### src/rtl/id_scoreboard.sv
// Pending-load scoreboard: per-register saturating load counters, RAW/WAW stall at decode.
// Optional macro ID_SCOREBOARD_CLR_BYPASS_EN lets same-cycle retires release the stall.
module id_scoreboard #(
    parameter int unsigned NUM_SRC = 2,
    parameter int unsigned NUM_CLR = 2,
    parameter int unsigned CNT_W   = 2,
    parameter int unsigned REG_AW  = 5
) (
    input  logic                        clk_i,
    input  logic                        reset_i,
    input  logic                        clk_en_i,
    input  logic                        iss_dav_i,
    input  logic                        iss_ack_i,
    input  logic [NUM_SRC-1:0]          iss_src_rd_i,
    input  logic [NUM_SRC*REG_AW-1:0]   iss_src_addr_i,
    input  logic                        iss_dst_tgt_i,
    input  logic [REG_AW-1:0]           iss_dst_addr_i,
    input  logic                        iss_is_load_i,
    input  logic [NUM_CLR-1:0]          clr_valid_i,
    input  logic [NUM_CLR*REG_AW-1:0]   clr_addr_i,
    input  logic                        flush_i,
    output logic                        stall_o,
    output logic                        busy_o,
    output logic [(1<<REG_AW)-2:0]      pend_vec_o,
    output logic                        err_o
);

    localparam int unsigned NREG    = 1 << REG_AW;
    localparam int unsigned CNT_MAX = (1 << CNT_W) - 1;

    logic [CNT_W-1:0] cnt_q   [NREG];
    logic [CNT_W-1:0] cnt_nxt [NREG];
    logic [CNT_W-1:0] cnt_chk [NREG];
    logic [2:0]       dec_n   [NREG];
    logic             err_set;
    logic             err_q;
    logic             stall;

    always_comb begin
        int   sum;
        logic inc;
        err_set = 1'b0;
        for (int unsigned r = 0; r < NREG; r++) begin
            dec_n[r] = '0;
            for (int unsigned k = 0; k < NUM_CLR; k++) begin
                if (r != 0 && clr_valid_i[k] && clr_addr_i[k*REG_AW +: REG_AW] == REG_AW'(r))
                    dec_n[r] = dec_n[r] + 3'd1;
            end
            inc = (r != 0) && iss_ack_i && iss_dst_tgt_i && iss_is_load_i
                  && iss_dst_addr_i == REG_AW'(r);
            // Signed sum so over- and under-run are both visible before clamping.
            sum = int'(cnt_q[r]) + int'(inc) - int'(dec_n[r]);
            if (sum < 0) begin
                cnt_nxt[r] = '0;
                err_set    = 1'b1;
            end else if (sum > int'(CNT_MAX)) begin
                cnt_nxt[r] = CNT_W'(CNT_MAX);
                err_set    = 1'b1;
            end else begin
                cnt_nxt[r] = CNT_W'(sum);
            end
`ifdef ID_SCOREBOARD_CLR_BYPASS_EN
            if (flush_i || int'(cnt_q[r]) <= int'(dec_n[r]))
                cnt_chk[r] = '0;
            else
                cnt_chk[r] = cnt_q[r] - CNT_W'(dec_n[r]);
`else
            cnt_chk[r] = cnt_q[r];
`endif
        end
    end

    always_comb begin
        stall = 1'b0;
        for (int unsigned k = 0; k < NUM_SRC; k++) begin
            if (iss_src_rd_i[k] && iss_src_addr_i[k*REG_AW +: REG_AW] != '0
                && cnt_chk[iss_src_addr_i[k*REG_AW +: REG_AW]] != '0)
                stall = 1'b1;
        end
        if (iss_dst_tgt_i && iss_dst_addr_i != '0) begin
            if (!iss_is_load_i && cnt_chk[iss_dst_addr_i] != '0)
                stall = 1'b1;
            else if (iss_is_load_i && cnt_chk[iss_dst_addr_i] == CNT_W'(CNT_MAX))
                stall = 1'b1;
        end
        stall_o = iss_dav_i & stall;
    end

    always_ff @(posedge clk_i or posedge reset_i) begin
        if (reset_i) begin
            for (int unsigned r = 0; r < NREG; r++)
                cnt_q[r] <= '0;
            err_q <= 1'b0;
        end else if (clk_en_i) begin
            if (flush_i) begin
                for (int unsigned r = 0; r < NREG; r++)
                    cnt_q[r] <= '0;
            end else begin
                for (int unsigned r = 0; r < NREG; r++)
                    cnt_q[r] <= cnt_nxt[r];
                err_q <= err_q | err_set;
            end
        end
    end

    always_comb begin
        pend_vec_o = '0;
        for (int unsigned r = 1; r < NREG; r++)
            pend_vec_o[r-1] = |cnt_q[r];
    end

    assign busy_o = |pend_vec_o;
    assign err_o  = err_q;

endmodule

### config.mk
export PLATFORM = sky130hd
export DESIGN_NAME = id_scoreboard
export DESIGN_NICKNAME = d
export VERILOG_FILES = /design/src/rtl/id_scoreboard.sv
export SDC_FILE = /design/constraint.sdc
export NUM_CORES = 1
export LEC_CHECK = 0
export ABC_AREA = 1
export ABC_CLOCK_PERIOD_IN_PS = 2100
export CAP_MARGIN = 10
export CORE_MARGIN = 1
export CORE_UTILIZATION = 60
export DETAILED_ROUTE_END_ITERATION = 8
export DONT_BUFFER_PORTS = 1
export PLACE_DENSITY = 0.79
export REMOVE_ABC_BUFFERS = 1
export SLEW_MARGIN = 20
export SYNTH_ARGS = -nofsm -noshare
export SYNTH_HDL_FRONTEND = slang
export SYNTH_SLANG_ARGS = --single-unit
export TNS_END_PERCENT = 100
### constraint.sdc
create_clock -name clk_i -period 2.1 [get_ports clk_i]
set_clock_uncertainty 0.1 [all_clocks]
set_input_delay 0.42 -clock clk_i [delete_from_list [all_inputs] [get_ports clk_i]]
set_output_delay 0.42 -clock clk_i [all_outputs]
set_load 0.03 [all_outputs]
==> out/metrics.yaml, run 1 <==
clocking:
  cts_made_buffers: 9
  number_of_sinks_on_the_clock_net: 64
  cts_root_buffer: "sky130_fd_sc_hd__clkbuf_16"
  cts_max_level: 3
  max-clock-path-buffers: 2
logic_synthesis:
  top_reg_cell_synth: "sky130_fd_sc_hd__dfrtp_1"
  synthesis.area_per_instance_um2: 6.74
  synth.cell_area_um2: 9290
  postSynthRegisterBits: 64
  asyncSetResetFlopFracSynth_pct: 100
  synth-edff-count: 0
  syn_warnings: 0
  synth.distinct_cells: 32
  syn_inst: 1378
  synth_seq_area_share_pct: 17.2
global_routing:
  gr-usage-all-layers_pct: 108
  grt_start_max_net_pins: 56
  grt-ovfl-total: 2108
outcome:
  run_status: "stopped before the end"
  flow.first_error: "[ERROR GRT-0232] Routing congestion too high. Check the congestion heatmap in the GUI."
  flow.stopped_at: "global routing (5_1_grt)"
placed_design:
  dp_slack_ps: -1330
  detailed_place.area_um2: 12100
  gpl.final_weighted_congestion: 1.04
  place.port_buffers: 0
  detailedPlacementHpwl_um: 29200
floorplan:
  die_width_um: 126
  initial_utilization_pct: 61.3
  placementRows: 45
  design.portCount: 71
  fp.dieH_um: 126
==> cell usage after synthesis (6+ instances only) <==
library cell	count	area, um^2
sky130_fd_sc_hd__inv_1	328	1230
sky130_fd_sc_hd__nand2_1	300	1130
sky130_fd_sc_hd__nor2_1	180	676
sky130_fd_sc_hd__ha_1	124	1550
sky130_fd_sc_hd__o21ai_0	121	606
sky130_fd_sc_hd__dfrtp_1	64	1600
sky130_fd_sc_hd__fa_1	62	1240
sky130_fd_sc_hd__nand3_1	46	230
sky130_fd_sc_hd__xnor2_1	29	254
sky130_fd_sc_hd__o31ai_1	27	203
sky130_fd_sc_hd__a21oi_1	22	110
sky130_fd_sc_hd__clkbuf_1	14	52.6
sky130_fd_sc_hd__nand4_1	11	68.8
sky130_fd_sc_hd__nor4_1	9	56.3
sky130_fd_sc_hd__nor3_1	7	35.0
sky130_fd_sc_hd__buf_2	6	30.0
==> per-stage QoR <==
step | setup TNS (ps) | hold slack, ps | util [%] | std cells
4_1_cts | -17140 | 47.6 | 93.3 | 1944
2_1_floorplan | -32360 | 386 | - | 1354
3_5_place_dp | -53900 | 257 | 79.6 | 1887
3_3_place_gp | -50960 | 250 | 79.6 | 1887
==> routing by layer <==
layer  GRT usage (%)  overflow
met5            42.4         0
met4             118       322
met3            72.6        11
met2             156      1760
met1            91.4        15
==> what timing repair did <==
action | in CTS
buffers inserted | 44
hold buffers | 1
gates resized for setup | 499
hold endpoints to repair | 17
pin swaps | 140
setup endpoints to repair | 68
==> cell families after synthesis <==
| logic type | Yosys count | share of synthesized area, % |
|---|---|---|
| AO/OA/AOI/OAI | 183 | 10.9 |
| flip-flops | 64 | 17.2 |
| adder cells (fa/ha/maj) | 186 | 30.1 |
| AND/OR/NAND/NOR | 559 | 24.1 |
| buffers and inverters | 355 | 14.7 |
| XOR/XNOR | 31 | 2.92 |
==> run 2, diff against run 1 <==
--- a/config.mk
+++ b/config.mk
@@ -6,13 +6,13 @@
 export NUM_CORES = 1
 export LEC_CHECK = 0
 export ABC_AREA = 1
-export ABC_CLOCK_PERIOD_IN_PS = 2100
+export ABC_CLOCK_PERIOD_IN_PS = 2700
 export CAP_MARGIN = 10
 export CORE_MARGIN = 1
-export CORE_UTILIZATION = 60
+export CORE_UTILIZATION = 40
 export DETAILED_ROUTE_END_ITERATION = 8
 export DONT_BUFFER_PORTS = 1
-export PLACE_DENSITY = 0.79
+export PLACE_DENSITY_LB_ADDON = 0.15
 export REMOVE_ABC_BUFFERS = 1
 export SLEW_MARGIN = 20
 export SYNTH_ARGS = -nofsm -noshare
==> constraint.sdc (replaced) <==
create_clock -name clk_i -period 2.7 [get_ports clk_i]
set_clock_uncertainty 0.1 [all_clocks]
set_input_delay 0.54 -clock clk_i [delete_from_list [all_inputs] [get_ports clk_i]]
set_output_delay 0.54 -clock clk_i [all_outputs]
set_load 0.03 [all_outputs]
==> out/metrics.yaml, run 2 <==
outcome:
  run_status: "finished with violations"
  violations: "setup timing"
global_routing:
  antenna_violations_before_repair: 0
  grt_start_max_net_pins: 56
  grt-ovfl-total: 0
  grt_pass1_vias: 10100
  grt_first_pass_wirelength_um: 55200
  gr-usage-all-layers_pct: 30.7
clocking:
  number_of_sinks_on_the_clock_net: 64
  max-clock-path-buffers: 2
  cts_max_level: 3
  clkTransAtPathRegs_ps: 60
  cts_root_buffer: "sky130_fd_sc_hd__clkbuf_16"
  cts_made_buffers: 9
  cts_tree: "built"
  source_to_sink_clock_delay_at_the_later_pin_of_the_worst_skew_pair_ps: 350
logic_synthesis:
  xor_and_xnor_area_share_after_synthesis_pct: 2.92
  dominant_combinational_cell_family_by_area_after_synthesis: "adder cells"
  synthSimpleGateAreaFrac_pct: 24.1
  postSynthRegisterBits: 64
  yosysTopAreaCell: "sky130_fd_sc_hd__dfrtp_1"
  synth_seq_area_share_pct: 17.2
  synth.cell_area_um2: 9290
  syn_warnings: 0
  synth_top_cells_by_area: "sky130_fd_sc_hd__dfrtp_1 17%, sky130_fd_sc_hd__ha_1 17%, sky130_fd_sc_hd__fa_1 13%"
  top_reg_cell_synth: "sky130_fd_sc_hd__dfrtp_1"
  syn_inst: 1378
  asyncSetResetFlopFracSynth_pct: 100
  yosys.area.top_type_share_pct: 17.2
  synth_compound_gate_area_share_pct: 10.9
  synth.cells.most_frequent: "328 x sky130_fd_sc_hd__inv_1, 300 x sky130_fd_sc_hd__nand2_1, 180 x sky130_fd_sc_hd__nor2_1, 124 x sky130_fd_sc_hd__ha_1, 121 x sky130_fd_sc_hd__o21ai_0"
  post_synth_mux_area_share_pct: 0
  synth.distinct_cells: 32
  yosys.area_share.adder_pct: 30.1
  synth.most_common_cell: "sky130_fd_sc_hd__inv_1"
  synth-edff-count: 0
  synthesis.area_per_instance_um2: 6.74
sta:
  finalSetupViolations: 2
  grt_setup_unrepaired: "true"
  worst_pin_slew_ps: 636
  max_slew_violation_count: 0
  hold_viol_final: 0
  clock.fmax_mhz: 333
  worst_slack_setup_final_ps: -302
  post-route-min-period_ps: 3000
  timing.final.crit_share_pct: 111
  finalHoldWorstSlack_ps: 42.4
  slew_headroom_pct: 57.6
setup_path:
  timing.critical_path.mode_cell: "sky130_fd_sc_hd__nand2_1"
  worst_path_largest_cell_delay_ps: 350
  setup.worst_path.class: "input port to flop"
  crit_buf_inv: 5
  crit_path_end_kind: "flop"
  rr_startpoint: "cnt_chk[51]"
  critPathRequiredTime_ps: 2850
  timing.critical_path.cells: "inv_8 -> nor2_4 -> buf_6 -> inv_8 -> nor3_4 -> ha_1 -> ha_1 -> inv_1 -> ha_2 -> inv_2 -> fa_2 -> xor2_2 -> nor3_2 -> nand2_1 -> nor2_1 -> nand2_1 -> nor2_2 -> nand3_1 -> nand2_1 -> nand2_1"
  timing.critical_path.from: "clr_addr_i[0]"
  start_kind: "input port"
  cp_data_arrival_time_ps: 3150
  critical_path.top_delay_family: "simple AND/OR/NAND/NOR gates"
  slowest_stage: "sky130_fd_sc_hd__fa_2"
  crit_fanout: 4
layout:
  ff_latch_area_um2: 1620
  synthToLayoutAreaGrowth_pct: 35.7
  final_cell_area_um2: 12600
  antenna_cells_inserted: 0
  final_util_pct: 55.5
  most_used_cells_in_the_layout_excluding_fill_and_tap_cells: "307 x sky130_fd_sc_hd__inv_1, 268 x sky130_fd_sc_hd__nand2_1, 230 x sky130_fd_sc_hd__buf_4, 126 x sky130_fd_sc_hd__nor2_1, 114 x sky130_fd_sc_hd__ha_1"
  multi_input_area_um2: 7060
  number_of_flip_flops_in_the_largest_register: 63
  post_route_cells_drive_above_1_share_pct: 28.5
  finalNetCount: 1833
  most_common_cell_after_layout_fill_and_taps_aside: "sky130_fd_sc_hd__inv_1"
  fillCellCount: 2226
power:
  total_leakage_power_nw: 6.76
  post-layout-total-power_w: 0.00956
  vdd_drop_max_mv: 0.545
  power_per_cell_area_nw_per_um2: 758
routing:
  drt.antenna.violating_nets: 0
  met2_wirelength_um: 16200
  routed_wirelength_um: 35300
  highest_layer: "met4"
  route.detailed.wl_per_inst_um: 18.6
  routed-via-count: 9820
  avgViaCountPerCell: 5.17
  first_iter_violations: 694
  met1Wirelength_um: 15600
  drcViolationCount: 0
  detail_route.first_pass.iterations: 5
  routed_length_on_met3_um: 2310
placed_design:
  detailed_place.area_um2: 11400
  detailedPlacementHpwl_um: 28700
  gpl.final_weighted_congestion: 1.01
  dp_slack_ps: -955
  place.port_buffers: 0
floorplan:
  floorplan.die_area_um2: 23800
  design.portCount: 71
  core_region_area_um2: 22700
  fp.dieH_um: 154
  die_width_um: 154
  initial_utilization_pct: 40.9
  placementRows: 55
flow_run:
  drv_cap: 0
min_path:
  worst_hold_check_path_type: "input port to asynchronous set/reset pin"
## run 2: cell counts after synthesis
No cell type changed its count.
## run 2: power by group
group	total (W)	switching, W	leakage (nW)	internal [W]
registers	0.00182	0.000491	0.813	0.00133
logic	0.00639	0.00381	5.79	0.00258
clock network	0.00135	0.000517	0.152	0.000834
## run 2: logic make-up (layout without fill, tap and decap cells)
group,Yosys count,after routing
flip-flops,64,64
AO/OA/AOI/OAI,183,183
buffers and inverters,355,592
XOR/XNOR,31,31
AND/OR/NAND/NOR,559,559
adder cells (fa/ha/maj),186,186
## run 2: timing repair
action	in CTS	in global routing
resized for setup	114	177
endpoints found under the setup margin	28	60
hold buffers	0	0
pin swaps	35	49
cloned	0	1
setup buffers	6	3
## run 2: layer usage
layer / vias to the layer above / GRT usage (%)
li1: 4728 / -
met3: 67 / 4.34
met4: 0 / 12.1
met1: 4701 / 40.8
met5: - / 0
met2: 324 / 50.6
## run 2: layout make-up
class,instances,area share [%]
timing repair buffer,245,15.7
tap,285,2.83
multi-input combinational,959,56.0
clock inverter,5,0.635
clock buffer,11,1.93
sequential,64,12.8
inverter,331,10.1
## run 2: worst reg2reg max path, delay by kind of cell, from the launching register on
family        cells  cell delay [ps]
simple gates      8              850
fa+ha+maj         2              700
flops             1              390
xor+xnor          1              140
buf+inv           1              150
## run 2: through the flow
stage	setup TNS, ps	std cells
6_report	-350	1900
2_1_floorplan	-1240	1354
4_1_cts	-330	1897
5_1_grt	-1020	1900
3_5_place_dp	-23020	1875
3_3_place_gp	-22640	1875
## run 2: final timing paths
kind,end,slack (ps),cells past startpoint
max,err_o,-300,20
min,cnt_chk[49],40,1
max reg2reg,err_o,260,12
min reg2reg,cnt_chk[20],480,2
max in group asynchronous,cnt_chk[11],1760,2
min in group clk_i,cnt_chk[62],170,1
Power figures use the tool's default switching activity.
==> edit 1, RTL diff (flow settings as in run 2) <==
The option `ID_SCOREBOARD_CLR_BYPASS_EN` is turned on by a define.
--- a/src/rtl/id_scoreboard.sv
+++ b/src/rtl/id_scoreboard.sv
@@ -1,5 +1,7 @@
 // Pending-load scoreboard: per-register saturating load counters, RAW/WAW stall at decode.
 // Optional macro ID_SCOREBOARD_CLR_BYPASS_EN lets same-cycle retires release the stall.
+`define ID_SCOREBOARD_CLR_BYPASS_EN
+
 module id_scoreboard #(
     parameter int unsigned NUM_SRC = 2,
     parameter int unsigned NUM_CLR = 2,
Function: changed (Yosys sat finds a counterexample within 4 cycles, from zero or initial values and one cycle with reset_i high).
==> edit 1 against run 2 <==
- the run still ends with negative setup slack left
- total power rose by 23%
- highest routed layer unchanged
- clock power fell by 8%
- design area rose by 43%
- routed wire length rose by 41%
- sequential cell count did not move
- area after synthesis rose by 25%
- first-iteration DRC count rose by 44%
- worst setup slack got worse by 0.75 ns
- count of clock-buffer cells in the layout rose by 2
==> edit 1: results (changes against run 2) <==
Run status
  – Status: finished with violations
  – Failing checks: negative setup slack

Place
  – RePlAce Congestion: 1.07 (+5.2%)
  – Place WS: -1.36 ns (-0.403 ns)

Detailed routing
  – Iter 0 DRT Violations: 999 (+44%)
  – Met3 Routed Length: 3.77 mm (+63%)

Finish
  – Buffers excl. clock: 468 (+91%)
  – Final nets: 2,469 (+35%)
  – Non-clock buffer share: 21.2% (+5.4 points)
  – ANT cells: 1 (+1)
  – ClkCell Share: 1.59% (-0.97 points)
  – # fillers: 2,538 (+14%)
  – Area of the multi-input gates: 0.0102 mm² (+44%)

Critical path
  – Setup crit start: clr_valid_i[1]
  – Worst R2R Path Depth: 13 (+1)
  – Crit path max fanout: 7 (+3)

Pwr
  – Comb pwr: 8.89 mW (+39%)
  – Internal: 6.02 mW (+27%)

STA
  – Final setup fails: 6 (+4)
  – Slew HR: 53.8% (-3.7 points)
  – Final WS setup: -1.05 ns (-0.750 ns)

Global routing
  – Initial antenna violation count: 1 (+1)
  – First-pass GRT wire length: 72.4 mm (+31%)
  – Met1 Resource Use GR: 42.3% (+1.5 points)

Yosys
  – Synth Area in Compound Gates: 8.68% (-2.2 points)
  – Main area contributors after synthesis: ha_1 (17%), fa_1 (16%), dfrtp_1 (14%)
  – Synth top cells by count: inv_1 (410), nand2_1 (382), nor2_1 (210), ha_1 (155), o21ai_0 (136)
  – Post-Synth Adder-Cell Area: 32.7% (+2.6 points)

Floorplanning
  – Die W: 173 µm (+12%)
[edit 1: cell types whose count changed after synthesis, sizes merged, moves of 24 or more]
cell   change
inv       +86
nand2     +84
nand3     +44
nor2      +34
fa        +31
ha        +31
nand4     +24
[edit 1: repair_timing]
item	CTS	global route
resized for setup	122	457
endpoints found under the setup margin	60	65
buffers inserted	11	32
pin swaps	30	206
gates cloned	3	1
[edit 1: through the flow]
| step | utilization [%] | instances | area [µm²] | power, mW | hold WS [ns] |
|---|---|---|---|---|---|
| after detailed placement | 53.4 | 2520 | 15300 | 9.10 | 0.413 |
| after CTS | 56.3 | 2550 | 16100 | 10.6 | 0.0336 |
| after global placement | 53.4 | 2520 | 15300 | 8.97 | 0.390 |
| final | 62.8 | 2574 | 18000 | 11.7 | 0.0151 |
| after global routing | 62.8 | 2574 | 18000 | 12.6 | 0.0608 |
| after floorplan | - | 1705 | 11500 | 5.38 | 0.373 |
==> edit 2, RTL diff (flow settings as in run 2) <==
Made on the original files. Register the output `err_o` once more, cleared by the reset; this adds one clock of latency there. The other outputs are not delayed to match.
--- a/src/rtl/id_scoreboard.sv
+++ b/src/rtl/id_scoreboard.sv
@@ -110,7 +110,13 @@
     end
 
     assign busy_o = |pend_vec_o;
-    assign err_o  = err_q;
+    always_ff @(posedge clk_i or posedge reset_i) begin
+        if (reset_i) begin
+            err_o <= '0;
+        end else begin
+            err_o <= err_q;
+        end
+    end
 
 endmodule
 
Function: changed (a bounded check fails within 4 cycles, from zero or initial values and one cycle with reset_i high).
==> edit 2 against run 2 <==
- the flow still finishes with violations (negative setup slack)
- design area up 6.0%
- count of clock-buffer cells in the layout unchanged
- area after synthesis up 0.66%
- synthesized cell count up 0.15%
- routed wire length down 0.87%
- worst setup slack better by 0.11 ns
- die area up 0.65%
- critical path depth down 3
- non-clock buffer count up 20
- via count up 1.1%
- sequential cell count up 1
- total power up 3.3%
- sequential share of layout area down 0.41 points
- critical path type unchanged
- highest routed layer is now met5
==> edit 2: results (changes against run 2) <==
Yosys
  – Main area contributors after synthesis: dfrtp_1 (17%), ha_1 (17%), inv_1 (13%)
  – Sequential-to-total area share from yosys stat: 17.4% (+0.15 points)
  – Synthesis Warnings: 0 (unchanged)
  – Ys async rst share: 100% (unchanged)
  – Post-synth cell types: 35 (+9.4%)
  – Synth top cells by count: inv_1 (334), nand2_1 (275), nor2_1 (190), ha_1 (124), o21ai_0 (123)

Run status
  – Status: finished with violations
  – Failing checks: negative setup slack

Detailed routing
  – Final WL: 35.0 mm (-0.87%)
  – Iter 0 DRT Violations: 735 (+5.9%)
  – Routed vias: 9,932 (+1.1%)
  – Drt first pass iters: 6 (+1)

Finish
  – Largest register FFs: 63 (unchanged)
  – Share of layout cells above drive strength 1: 34.2% (+5.8 points)
  – Final nets: 1,856 (+1.3%)
  – ANT cells: 0 (unchanged)

Critical path
  – Crit path max fanout: 4 (unchanged)
  – Critical path's largest stage delay: 0.38 ns (+0.03 ns)
  – Worst R2R Path Depth: 12 (unchanged)
  – Top delay family on crit path: simple AND/OR/NAND/NOR gates
  – Worst EP arrival: 3.09 ns (-0.06 ns)
  – Slowest stage cell, crit path: fa_1

Place
  – Port Buffers: 0 (unchanged)
  – Place WS: -0.856 ns (+0.0992 ns)
  – HPWL after DPL: 27.8 mm (-3.3%)
  – RePlAce Congestion: 0.952 (-5.9%)

Pwr
  – Leak Pwr: 6.88 nW (+1.8%)
  – Max IR drop VDD: 0.454 mV (-17%)
  – Sw Share: 49.7% (-0.70 points)

Clock network
  – Cts bufs inserted: 9 (unchanged)
  – Clk Latency, worst-skew pair: roughly 0.36 ns
  – Htree depth: 3 (unchanged)
  – Clock buffer depth: 2 (unchanged)
  – CTS root buf: clkbuf_16
  – CTS clk-pin slew, worst paths: 0.06 ns (about the same)

Global routing
  – Overall routing resource usage: 29.6% (-1.1 points)
  – Vias in the first global route: 9,606 (-4.4%)
  – First-pass GRT wire length: 53.1 mm (-3.8%)
  – Initial antenna violation count: 1 (+1)
  – Largest net degree at the start of global routing: 69 (+23%)

Worst hold path
  – Worst min path class: in -> reg
  – Hold-critical path depth: 1

STA
  – Final WS setup: -0.191 ns (+0.111 ns)
  – Final setup fails: 5 (+3)
  – Setup TNS Final: -0.440 ns (-0.0894 ns)
  – Slew HR: 69.2% (+12 points)
edit 2: cell types whose count changed in the layout (fill, tap and decap cells not counted), moves of 13 or more:
cell and delta:
o21ai_1 -28, dfrtp_2 +13, o21ai_0 +32, ha_1 -14
nand2_2 +18, nor2_4 +27, nand2_1 -47
edit 2: metal layers:
metal	part of all wire (%)	wire [µm]	global-route usage, %	up-vias
met4	3.7	1300	11.5	2
met1	43	15100	39.2	4747
met3	7.6	2660	5.88	64
met2	46	16000	47.4	327
met5	0.026	9	0.621	-
li1	-	-	-	4792
edit 2: path summary, 6_finish.rpt:
check	endpoint	start	slack [ns]
setup / recovery	err_q	clr_addr_i[7]	-0.19
hold / removal	cnt_chk[62]	flush_i	0.17
setup reg to reg	err_q	cnt_chk[19]	0.23
hold reg to reg	err_o	err_q	0.36
max in group asynchronous	cnt_chk[3]	reset_i	1.37
min in group asynchronous	cnt_chk[43]	reset_i	0.54
edit 2: area by class of cell:
cell class	count	area, µm²
Timing Repair Buffer	265	2150
Sequential cell	65	1660
Tap cell	313	392
Multi-Input combinational cell	955	7540
Inverter	337	1300
Clock buffer	11	233
Fill cell	2094	9420
Clock inverter	5	80.1
edit 2: worst register-to-register path, delay by kind of cell (launching register included):
family          cells  cell delay (ns)
flops               1             0.45
buf+inv             4             0.49
compound gates      1             0.21
simple gates        6             0.60
fa+ha+maj           1             0.53
edit 2: what timing repair did:
| item | CTS | global route |
|---|---|---|
| buffers inserted | 4 | 27 |
| setup endpoints to repair | 35 | 57 |
| endpoints found under the hold margin | 18 | 0 |
| pin swaps | 62 | 82 |
| cloned | 0 | 1 |
| hold buffers | 1 | 0 |
| gates resized for setup | 167 | 223 |
edit 2: metrics by stage:
step | cell area, µm² | std cells | util, %
2_1_floorplan | 9230 | 1357 | -
3_3_place_gp | 11500 | 1902 | 50.3
3_5_place_dp | 11500 | 1902 | 50.3
4_1_cts | 12400 | 1923 | 54.3
5_1_grt | 13400 | 1951 | 58.6
6_report | 13400 | 1951 | 58.6
edit 2: cell families (layout without fill, tap and decap cells):
logic type | after synthesis | in the layout | synth area share [%]
DFF | 65 | 65 | 17.4
adders and majority gates | 186 | 186 | 29.9
buffers and inverters | 360 | 618 | 14.8
AOI/OAI and AO/OA | 196 | 196 | 11.8
and+or+nand+nor | 542 | 542 | 23.3
xor gates and xnor gates | 31 | 31 | 2.90
edit 2: power by group through the flow:
| stage | Sequential [mW] | Combinational (mW) | Clock (mW) |
|---|---|---|---|
| global placement | 1.81 | 5.57 | 0 |
| global route | 1.87 | 7.34 | 1.38 |
| CTS | 1.81 | 6.01 | 1.35 |
| floorplan | 1.66 | 3.27 | 0 |
| detailed placement | 1.82 | 5.63 | 0 |
| finish | 1.81 | 6.73 | 1.34 |
